--- src/rtl/dmem_arbiter.sv ---
// Two-port arbiter/sequencer in front of the data memory: grants one port per cycle,
// registers the command, drives the memory for one cycle and returns a registered response.
module dmem_arbiter #(
  parameter int DEPTH      = 8192,
  parameter int FIXED_PRIO = 0
) (
  input  logic        i_clk,
  input  logic        i_reset,

  input  logic        i_p0_valid,
  output logic        o_p0_ready,
  input  logic [31:0] i_p0_addr,
  input  logic [31:0] i_p0_wdata,
  input  logic [3:0]  i_p0_op,
  output logic        o_p0_rvalid,
  output logic [31:0] o_p0_rdata,
  output logic        o_p0_err,

  input  logic        i_p1_valid,
  output logic        o_p1_ready,
  input  logic [31:0] i_p1_addr,
  input  logic [31:0] i_p1_wdata,
  input  logic [3:0]  i_p1_op,
  output logic        o_p1_rvalid,
  output logic [31:0] o_p1_rdata,
  output logic        o_p1_err,

  output logic [31:0] o_mem_addr,
  output logic [31:0] o_mem_wdata,
  output logic [3:0]  o_mem_bmask,
  output logic        o_mem_wren,
  input  logic [31:0] i_mem_rdata
);

  localparam logic [31:0] ADDR_LIMIT = 32'(4 * DEPTH);

  localparam logic [3:0] OP_LB  = 4'b0000;
  localparam logic [3:0] OP_LBU = 4'b0001;
  localparam logic [3:0] OP_LH  = 4'b0010;
  localparam logic [3:0] OP_LHU = 4'b0011;
  localparam logic [3:0] OP_LW  = 4'b0100;
  localparam logic [3:0] OP_SB  = 4'b1000;
  localparam logic [3:0] OP_SH  = 4'b1001;
  localparam logic [3:0] OP_SW  = 4'b1010;
  localparam logic [3:0] OP_NOP = 4'b1111;

  // Illegal op, out-of-range address or misalignment for the access size.
  function automatic logic access_error(input logic [3:0] op, input logic [31:0] addr);
    logic bad_op;
    logic misaligned;
    bad_op     = 1'b0;
    misaligned = 1'b0;
    case (op)
      OP_LB, OP_LBU, OP_SB: misaligned = 1'b0;
      OP_LH, OP_LHU, OP_SH: misaligned = addr[0];
      OP_LW, OP_SW:         misaligned = (addr[1:0] != 2'b00);
      default:              bad_op     = 1'b1;
    endcase
    return bad_op | misaligned | (addr >= ADDR_LIMIT);
  endfunction

  logic        last_p1;
  logic        grant_p0;
  logic        grant_p1;
  logic        accept;

  logic [31:0] sel_addr;
  logic [31:0] sel_wdata;
  logic [3:0]  sel_op;
  logic        sel_err;

  logic        a_vld;
  logic        a_port;
  logic [31:0] a_addr;
  logic [31:0] a_wdata;
  logic [3:0]  a_op;
  logic        a_err;

  logic [31:0] resp_data;

  // On a tie the port that was not served last wins, unless port 0 has fixed priority.
  always_comb begin
    grant_p0 = 1'b0;
    grant_p1 = 1'b0;
    if (i_p0_valid && i_p1_valid) begin
      if ((FIXED_PRIO != 0) || last_p1) begin
        grant_p0 = 1'b1;
      end else begin
        grant_p1 = 1'b1;
      end
    end else begin
      grant_p0 = i_p0_valid;
      grant_p1 = i_p1_valid;
    end
  end

  assign o_p0_ready = grant_p0;
  assign o_p1_ready = grant_p1;
  assign accept     = grant_p0 | grant_p1;

  assign sel_addr  = grant_p1 ? i_p1_addr  : i_p0_addr;
  assign sel_wdata = grant_p1 ? i_p1_wdata : i_p0_wdata;
  assign sel_op    = grant_p1 ? i_p1_op    : i_p0_op;
  assign sel_err   = access_error(sel_op, sel_addr);

  always_ff @(posedge i_clk or posedge i_reset) begin
    if (i_reset) begin
      last_p1 <= 1'b1;
    end else if (accept) begin
      last_p1 <= grant_p1;
    end
  end

  always_ff @(posedge i_clk or posedge i_reset) begin
    if (i_reset) begin
      a_vld   <= 1'b0;
      a_port  <= 1'b0;
      a_addr  <= 32'h0;
      a_wdata <= 32'h0;
      a_op    <= OP_NOP;
      a_err   <= 1'b0;
    end else begin
      a_vld <= accept;
      if (accept) begin
        a_port  <= grant_p1;
        a_addr  <= sel_addr;
        a_wdata <= sel_wdata;
        a_op    <= sel_op;
        a_err   <= sel_err;
      end
    end
  end

  // Erroring commands keep the no-op code so the memory neither writes nor reads.
  always_comb begin
    o_mem_addr  = 32'h0;
    o_mem_wdata = 32'h0;
    o_mem_bmask = OP_NOP;
    o_mem_wren  = 1'b0;
    if (a_vld) begin
      o_mem_addr  = a_addr;
      o_mem_wdata = a_wdata;
      if (!a_err) begin
        o_mem_bmask = a_op;
        o_mem_wren  = a_op[3];
      end
    end
  end

  assign resp_data = (a_vld && !a_err && !a_op[3]) ? i_mem_rdata : 32'h0;

  always_ff @(posedge i_clk or posedge i_reset) begin
    if (i_reset) begin
      o_p0_rvalid <= 1'b0;
      o_p0_rdata  <= 32'h0;
      o_p0_err    <= 1'b0;
      o_p1_rvalid <= 1'b0;
      o_p1_rdata  <= 32'h0;
      o_p1_err    <= 1'b0;
    end else begin
      o_p0_rvalid <= a_vld & ~a_port;
      o_p0_err    <= a_vld & ~a_port & a_err;
      o_p0_rdata  <= (a_vld && !a_port) ? resp_data : 32'h0;
      o_p1_rvalid <= a_vld & a_port;
      o_p1_err    <= a_vld & a_port & a_err;
      o_p1_rdata  <= (a_vld && a_port) ? resp_data : 32'h0;
    end
  end

endmodule

--- config.mk ---
export PLATFORM = sky130hd
export DESIGN_NAME = dmem_arbiter
export DESIGN_NICKNAME = d
export VERILOG_FILES = /design/src/rtl/dmem_arbiter.sv
export SDC_FILE = /design/constraint.sdc
export NUM_CORES = 1
export LEC_CHECK = 0
export ABC_AREA = 1
export CAP_MARGIN = 40
export CORE_MARGIN = 10
export CORE_UTILIZATION = 30
export DETAILED_ROUTE_END_ITERATION = 8
export GPL_TIMING_DRIVEN = 0
export PLACE_DENSITY_LB_ADDON = 0.15
export RECOVER_POWER = 100
export SYNTH_ARGS = -nofsm -noshare
export SYNTH_HDL_FRONTEND = slang
export SYNTH_SLANG_ARGS = --single-unit
--- constraint.sdc ---
create_clock -name i_clk -period 4.8 [get_ports i_clk]
set_input_delay 1.2 -clock i_clk [delete_from_list [all_inputs] [get_ports i_clk]]
set_output_delay 1.2 -clock i_clk [all_outputs]
set_load 0.03 [all_outputs]
==> results of run 1 <==
[routing by layer]
layer	GRT usage, %	vias to the layer above
met1	21.07	2949
met4	5.797	0
met3	6.597	25
li1	-	3103
met5	0	-
met2	29.05	220
[per-stage QoR]
stage / utilization, % / worst slack [ns] / total power [uW] / std cells
2_1_floorplan: - / 1.540 / 1673 / 784
3_3_place_gp: 47.67 / 0.3117 / 2038 / 1363
3_5_place_dp: 48.06 / 0.3325 / 2049 / 1367
4_1_cts: 51.06 / 0.3263 / 3438 / 1399
5_1_grt: 50.69 / 0.1411 / 3515 / 1399
6_report: 50.74 / 0.2970 / 3355 / 1403
[flip-flops by register name, summed over array words and instances, names as in the netlist, 4 cells and up]
signal      flops
a_addr         32
a_op            4
a_wdata        32
o_p0_rdata     32
o_p1_rdata     32
[Yosys cell counts]
cell,count
sky130_fd_sc_hd__a21oi_1,2
sky130_fd_sc_hd__a31oi_1,16
sky130_fd_sc_hd__buf_1,1
sky130_fd_sc_hd__buf_2,22
sky130_fd_sc_hd__buf_4,9
sky130_fd_sc_hd__buf_6,2
sky130_fd_sc_hd__clkbuf_1,18
sky130_fd_sc_hd__dfrtp_1,135
sky130_fd_sc_hd__dfstp_2,5
sky130_fd_sc_hd__inv_1,115
sky130_fd_sc_hd__inv_2,1
sky130_fd_sc_hd__nand2_1,228
sky130_fd_sc_hd__nand2_2,1
sky130_fd_sc_hd__nand2_4,1
sky130_fd_sc_hd__nand3_1,111
sky130_fd_sc_hd__nand3b_1,3
sky130_fd_sc_hd__nor2_1,39
sky130_fd_sc_hd__nor2_2,1
sky130_fd_sc_hd__nor3_1,64
sky130_fd_sc_hd__o21ai_0,2
sky130_fd_sc_hd__o21ai_1,6
sky130_fd_sc_hd__or2_2,2
[report_power, final]
part           switching, uW  internal, uW
registers               37.5          1250
logic                    400           291
clock network            570           802
[worst max-delay path, stage by stage]
cell                              delay [ns]
sky130_fd_sc_hd__clkdlybuf4s50_1        0.49
sky130_fd_sc_hd__clkbuf_1               0.46
sky130_fd_sc_hd__inv_1                  0.13
sky130_fd_sc_hd__a21oi_1                0.20
sky130_fd_sc_hd__dlygate4sd3_1          0.81
[cell type report]
type	count	area, sq um
Fill cell	2058	10060
Buffer	52	249.0
Tap cell	270	337.8
Clock buffer	18	439.2
Multi-Input combinational cell	476	2085
Clock inverter	14	173.9
Antenna cell	4	10.01
Timing Repair Buffer	313	3126
Inverter	116	436.7
Sequential cell	140	3510
[path summary, 6_finish.rpt]
kind,startpoint,endpoint,slack [ns],depth (start not counted)
max reg2reg,a_op[3],o_p0_rdata[3],3.02,5
min reg2reg,a_op[1],a_op[1],0.49,2
max,i_p0_valid,o_p0_ready,0.30,5
min in group asynchronous,i_reset,o_p1_rdata[11],1.43,2
max in group asynchronous,i_reset,a_addr[6],0.92,4
min,a_op[1],a_op[1],0.49,2
[cell families (layout without fill, tap and decap cells)]
kind of cell | Yosys count | count (layout) | synth area share, %
flip-flops | 140 | 140 | 55.68
AND/OR/NAND/NOR | 450 | 450 | 30.73
AO/OA/AOI/OAI | 26 | 26 | 2.382
other | 0 | 4 | 0
buffers and inverters | 168 | 513 | 11.21
[placed cells by master (no fill, tap or decap), types with 2 or more instances in the layout]
cell type / synthesis / layout
sky130_fd_sc_hd__clkinv_4: 0 / 4
sky130_fd_sc_hd__clkbuf_1: 18 / 36
sky130_fd_sc_hd__or2_2: 2 / 2
sky130_fd_sc_hd__diode_2: 0 / 4
sky130_fd_sc_hd__inv_6: 0 / 3
sky130_fd_sc_hd__clkdlybuf4s50_1: 0 / 156
sky130_fd_sc_hd__a21oi_1: 2 / 2
sky130_fd_sc_hd__o21ai_0: 2 / 3
sky130_fd_sc_hd__o21ai_1: 6 / 5
sky130_fd_sc_hd__nand3_1: 111 / 111
sky130_fd_sc_hd__dlygate4sd3_1: 0 / 153
sky130_fd_sc_hd__nor3_1: 64 / 64
sky130_fd_sc_hd__inv_8: 0 / 4
sky130_fd_sc_hd__buf_6: 2 / 2
sky130_fd_sc_hd__inv_1: 115 / 115
sky130_fd_sc_hd__buf_4: 9 / 8
sky130_fd_sc_hd__bufinv_16: 0 / 2
sky130_fd_sc_hd__clkbuf_16: 0 / 17
sky130_fd_sc_hd__nand3b_1: 3 / 3
sky130_fd_sc_hd__dfrtp_1: 135 / 135
sky130_fd_sc_hd__dfstp_2: 5 / 4
sky130_fd_sc_hd__nand2_1: 228 / 228
sky130_fd_sc_hd__buf_2: 22 / 7
sky130_fd_sc_hd__nor2_1: 39 / 40
sky130_fd_sc_hd__a31oi_1: 16 / 16
==> run_results.csv, run 1 <==
group,metric,value,unit
outcome,outcome,"finished with violations",
outcome,violations_in_the_final_reports,"capacitance limit, slew limit",
timing,worst_pin_slew,1.884,ns
clock_tree,cts_post_setup_buffers_inserted,0,
timing,drv_slew,64,
yosys,netlist_instances,784,
yosys,synth.ff_latch_count,140,
floorplan,initial_utilization,30.85,%
timing,worst_clock_skew,0.01046,ns
layout,nNetsFinal,1288,
global_routing,grt_pass1_wl,37090,um
routing,antenna_left,0,
global_routing,grt_start_max_net_pins,37,
placed_design,sum_of_net_half_perimeters_after_detailed_placement,19450,um
clock_tree,cts_inserted_buffers,17,
timing,rsz0062_at_grt,"false",
flow_run,timing.max_cap.violations,2,
clock_tree,count_of_hold_buffers_inserted_by_post_cts_repair,0,
placed_design,io_buffer_count,309,
layout,syn_to_final_growth,64.45,%
clock_tree,sinks_on_the_clock_net,140,
routing,wirelength,24630,um
routing,route.layer.met1.wl,10060,um
floorplan,die_width,165.0,um
worst_setup_path,critical_path.endpoint_type,"output pin",
yosys,synth_top_cells_by_area,"sky130_fd_sc_hd__dfrtp_1, sky130_fd_sc_hd__nand2_1, sky130_fd_sc_hd__nand3_1",
worst_setup_path,worst_setup_path_start_kind,"input pin",
worst_setup_path,crit_type,"in -> out",
yosys,yosysWarnings,0,
routing,drt-pass1-iter-count,4,
floorplan,rows,52,
routing,route.detailed.vias_per_inst,4.488,
power,p_leak,0.005428,uW
worst_setup_path,crit_path_max_fanout,10,
routing,topRoutingLayerUsed,"met4",
routing,met3RoutedLength,2240,um
yosys,synth_sequential_area_ratio,55.68,%
clock_tree,clock_tree.root_cell,"sky130_fd_sc_hd__clkbuf_16",
floorplan,core_area,0.02043,sq mm
routing,drt_drc_violations_left,0,
yosys,synthDominantAreaCellType,"sky130_fd_sc_hd__dfrtp_1",
worst_setup_path,cp.arrival,3.30,ns
placed_design,place_area,0.009818,sq mm
routing,drt-wirelength-per-cell,17.55,um
timing,period_minus_slack,4.503,ns
routing,total_via_count_in_the_routed_design,6297,
floorplan,ios,311,
global_routing,antenna_found_initial,0,
timing,worst_slack_on_hold_paths,0.4883,ns
yosys,ys_types,22,
yosys,synth_largest_type_area_fraction,53.59,%
clock_tree,cts_htree_levels,4,
clock_tree,post_cts_resize_count,0,
clock_tree,clock_latency_on_the_worst_skew_pair,0.42,ns
clock_tree,tritoncts,"yes",
timing,fin_setup_tns,0,ns
global_routing,grt.overflow.total,0,
worst_hold_path,hold_path.class,"reg -> reg",
yosys,synth_nets,956,
timing,fmax,222.1,MHz
routing,drt_iter0_drc,330,
power,p_per_area,323.6,mW/mm^2
power,vdd_drop_max,0.0002331,V
global_routing,global_route.usage.total,17.72,%
layout,final_area,0.01037,sq mm
floorplan,floorplan.die_area,0.02721,sq mm
timing,final_min_period_over_clock_period,93.81,%
timing,report.final.hold_viol_count,0,
placed_design,gp_congestion,0.8279,
routing,route.met2.wl,11890,um
layout,final_layout_size_suffix_gt1_share,5.314,%
floorplan,chipHeight,165.0,um
timing,timing.max_slew.rel_slack,-25.61,%
clock_tree,maximum_count_of_clock_buffers_along_a_single_path,2,
yosys,post_synth_instance_area,0.006304,sq mm
worst_setup_path,critPathRequiredTime,3.60,ns
timing,finalSetupViolCount,0,
yosys,synthesis.area_per_instance,8.040,sq um
global_routing,number_of_global_route_vias_before_repair,6494,
clock_tree,worst_setup_hold_path_clk_slew,0.06,ns
Power figures use the tool's default switching activity.
==> run 2, diff against run 1 <==
--- a/config.mk
+++ b/config.mk
@@ -8,11 +8,12 @@
 export ABC_AREA = 1
 export CAP_MARGIN = 40
 export CORE_MARGIN = 10
-export CORE_UTILIZATION = 30
+export CORE_UTILIZATION = 37
 export DETAILED_ROUTE_END_ITERATION = 8
 export GPL_TIMING_DRIVEN = 0
 export PLACE_DENSITY_LB_ADDON = 0.15
 export RECOVER_POWER = 100
+export SKIP_LAST_GASP = 1
 export SYNTH_ARGS = -nofsm -noshare
 export SYNTH_HDL_FRONTEND = slang
 export SYNTH_SLANG_ARGS = --single-unit
==> run_results.csv, run 2 (synthesis gave the netlist of run 1 again) <==
group,metric,value,unit
layout,final_layout_size_suffix_gt1_share,5.580,%
timing,worst_clock_skew,0.007565,ns
timing,finalSetupViolCount,0,
routing,route.detailed.vias_per_inst,4.661,
power,vdd_drop_max,0.0002629,V
floorplan,floorplan.die_area,0.02266,sq mm
global_routing,grt.overflow.total,0,
floorplan,initial_utilization,37.88,%
routing,drt-wirelength-per-cell,17.40,um
global_routing,grt_pass1_wl,35120,um
timing,report.final.hold_viol_count,0,
global_routing,grt_start_max_net_pins,38,
timing,rsz0062_at_grt,"false",
timing,fin_setup_tns,0,ns
clock_tree,clock_latency_on_the_worst_skew_pair,0.42,ns
clock_tree,worst_setup_hold_path_clk_slew,0.06,ns
clock_tree,clock_tree.root_cell,"sky130_fd_sc_hd__clkbuf_16",
layout,layout_commonest_cell,"sky130_fd_sc_hd__nand2_1",
routing,total_via_count_in_the_routed_design,6288,
clock_tree,cts_post_setup_buffers_inserted,0,
flow_run,timing.max_cap.violations,2,
floorplan,ios,311,
floorplan,chipHeight,150.5,um
timing,fmax,216.5,MHz
clock_tree,count_of_hold_buffers_inserted_by_post_cts_repair,0,
routing,drt-pass1-iter-count,5,
worst_setup_path,critPathRequiredTime,3.60,ns
power,p_per_area,319.1,mW/mm^2
clock_tree,maximum_count_of_clock_buffers_along_a_single_path,2,
timing,worst_pin_slew,1.763,ns
placed_design,sum_of_net_half_perimeters_after_detailed_placement,18360,um
outcome,outcome,"finished with violations",
clock_tree,cts_inserted_buffers,17,
power,p_leak,0.005404,uW
layout,most-common-layout-cells,"sky130_fd_sc_hd__nand2_1, sky130_fd_sc_hd__clkdlybuf4s50_1, sky130_fd_sc_hd__dlygate4sd3_1, sky130_fd_sc_hd__dfrtp_1, sky130_fd_sc_hd__inv_1",
clock_tree,tritoncts,"yes",
clock_tree,post_cts_resize_count,0,
outcome,violations_in_the_final_reports,"capacitance limit, slew limit",
clock_tree,sinks_on_the_clock_net,140,
layout,nNetsFinal,1288,
layout,syn_to_final_growth,62.56,%
worst_setup_path,cp.arrival,3.42,ns
worst_setup_path,critical_path.endpoint_type,"output pin",
placed_design,io_buffer_count,309,
routing,drt_drc_violations_left,0,
timing,worst_slack_on_hold_paths,0.4713,ns
routing,antenna_left,0,
clock_tree,cts_htree_levels,4,
floorplan,core_area,0.01664,sq mm
worst_setup_path,crit_type,"in -> out",
timing,final_min_period_over_clock_period,96.21,%
global_routing,number_of_global_route_vias_before_repair,6461,
worst_hold_path,hold_path.class,"reg -> reg",
timing,timing.max_slew.rel_slack,-17.50,%
routing,drt_iter0_drc,314,
global_routing,antenna_found_initial,0,
worst_setup_path,worst_setup_path_start_kind,"input pin",
floorplan,rows,47,
placed_design,gp_congestion,0.8162,
floorplan,die_width,150.5,um
timing,period_minus_slack,4.618,ns
routing,wirelength,23470,um
layout,antennaDiodeCount,0,
global_routing,global_route.usage.total,20.08,%
timing,drv_slew,64,
worst_setup_path,crit_path_max_fanout,10,
-- run 2: worst paths after layout --
check                      slack (ns)  cells past startpoint        from             to
setup / recovery                 0.18                      7  i_p0_valid     o_p1_ready
hold / removal                   0.47                      2     a_op[3]        a_op[3]
setup reg to reg                 3.01                      5     a_op[3]  o_p1_rdata[3]
min in group asynchronous        1.23                      2     i_reset  o_p1_rdata[4]
max in group asynchronous        0.94                      4     i_reset     a_wdata[8]
hold reg to reg                  0.47                      2     a_op[3]        a_op[3]
-- run 2: routing by layer --
| layer | global-route usage [%] | wire (um) | vias up |
|---|---|---|---|
| met4 | 6.171 | 436 | 0 |
| met1 | 22.83 | 9188 | 2934 |
| met2 | 34.41 | 11610 | 225 |
| met5 | 0 | 0 | - |
| met3 | 7.353 | 2232 | 29 |
| li1 | - | - | 3100 |
-- run 2: critical path: stages --
cell and delay (ns):
sky130_fd_sc_hd__clkdlybuf4s50_1 0.44, sky130_fd_sc_hd__nand2_2 0.15, sky130_fd_sc_hd__nand2_4 0.13, sky130_fd_sc_hd__inv_1 0.11
sky130_fd_sc_hd__buf_2 0.29, sky130_fd_sc_hd__buf_2 0.29, sky130_fd_sc_hd__dlygate4sd3_1 0.78
-- run 2: area by class of cell --
class | instances | area, sq um
Multi-Input combinational cell | 476 | 2087
Timing Repair Buffer | 313 | 3110
Sequential cell | 140 | 3510
Clock buffer | 17 | 425.4
Clock inverter | 15 | 153.9
Buffer | 52 | 249.0
Tap cell | 220 | 275.3
Fill cell | 1531 | 6395
Inverter | 116 | 436.7
-- run 2: power by group --
| group | internal [uW] | switching [uW] |
|---|---|---|
| Combinational | 290 | 396 |
| Clock | 733 | 560 |
| Sequential | 1250 | 36.2 |
| Total | 2280 | 992 |
-- run 2: per-stage QoR --
| stage | utilization (%) | total power [uW] | setup WS, ns | std cells | area [sq um] |
|---|---|---|---|---|---|
| 6_report | 61.57 | 3270 | 0.1819 | 1349 | 10250 |
| 2_1_floorplan | - | 1673 | 1.540 | 784 | 6307 |
| 3_3_place_gp | 58.14 | 2025 | 0.2645 | 1313 | 9676 |
| 4_1_cts | 62.10 | 3337 | 0.2419 | 1349 | 10330 |
| 3_5_place_dp | 58.62 | 2041 | 0.2401 | 1317 | 9756 |
| 5_1_grt | 61.57 | 3416 | 0.08745 | 1349 | 10250 |
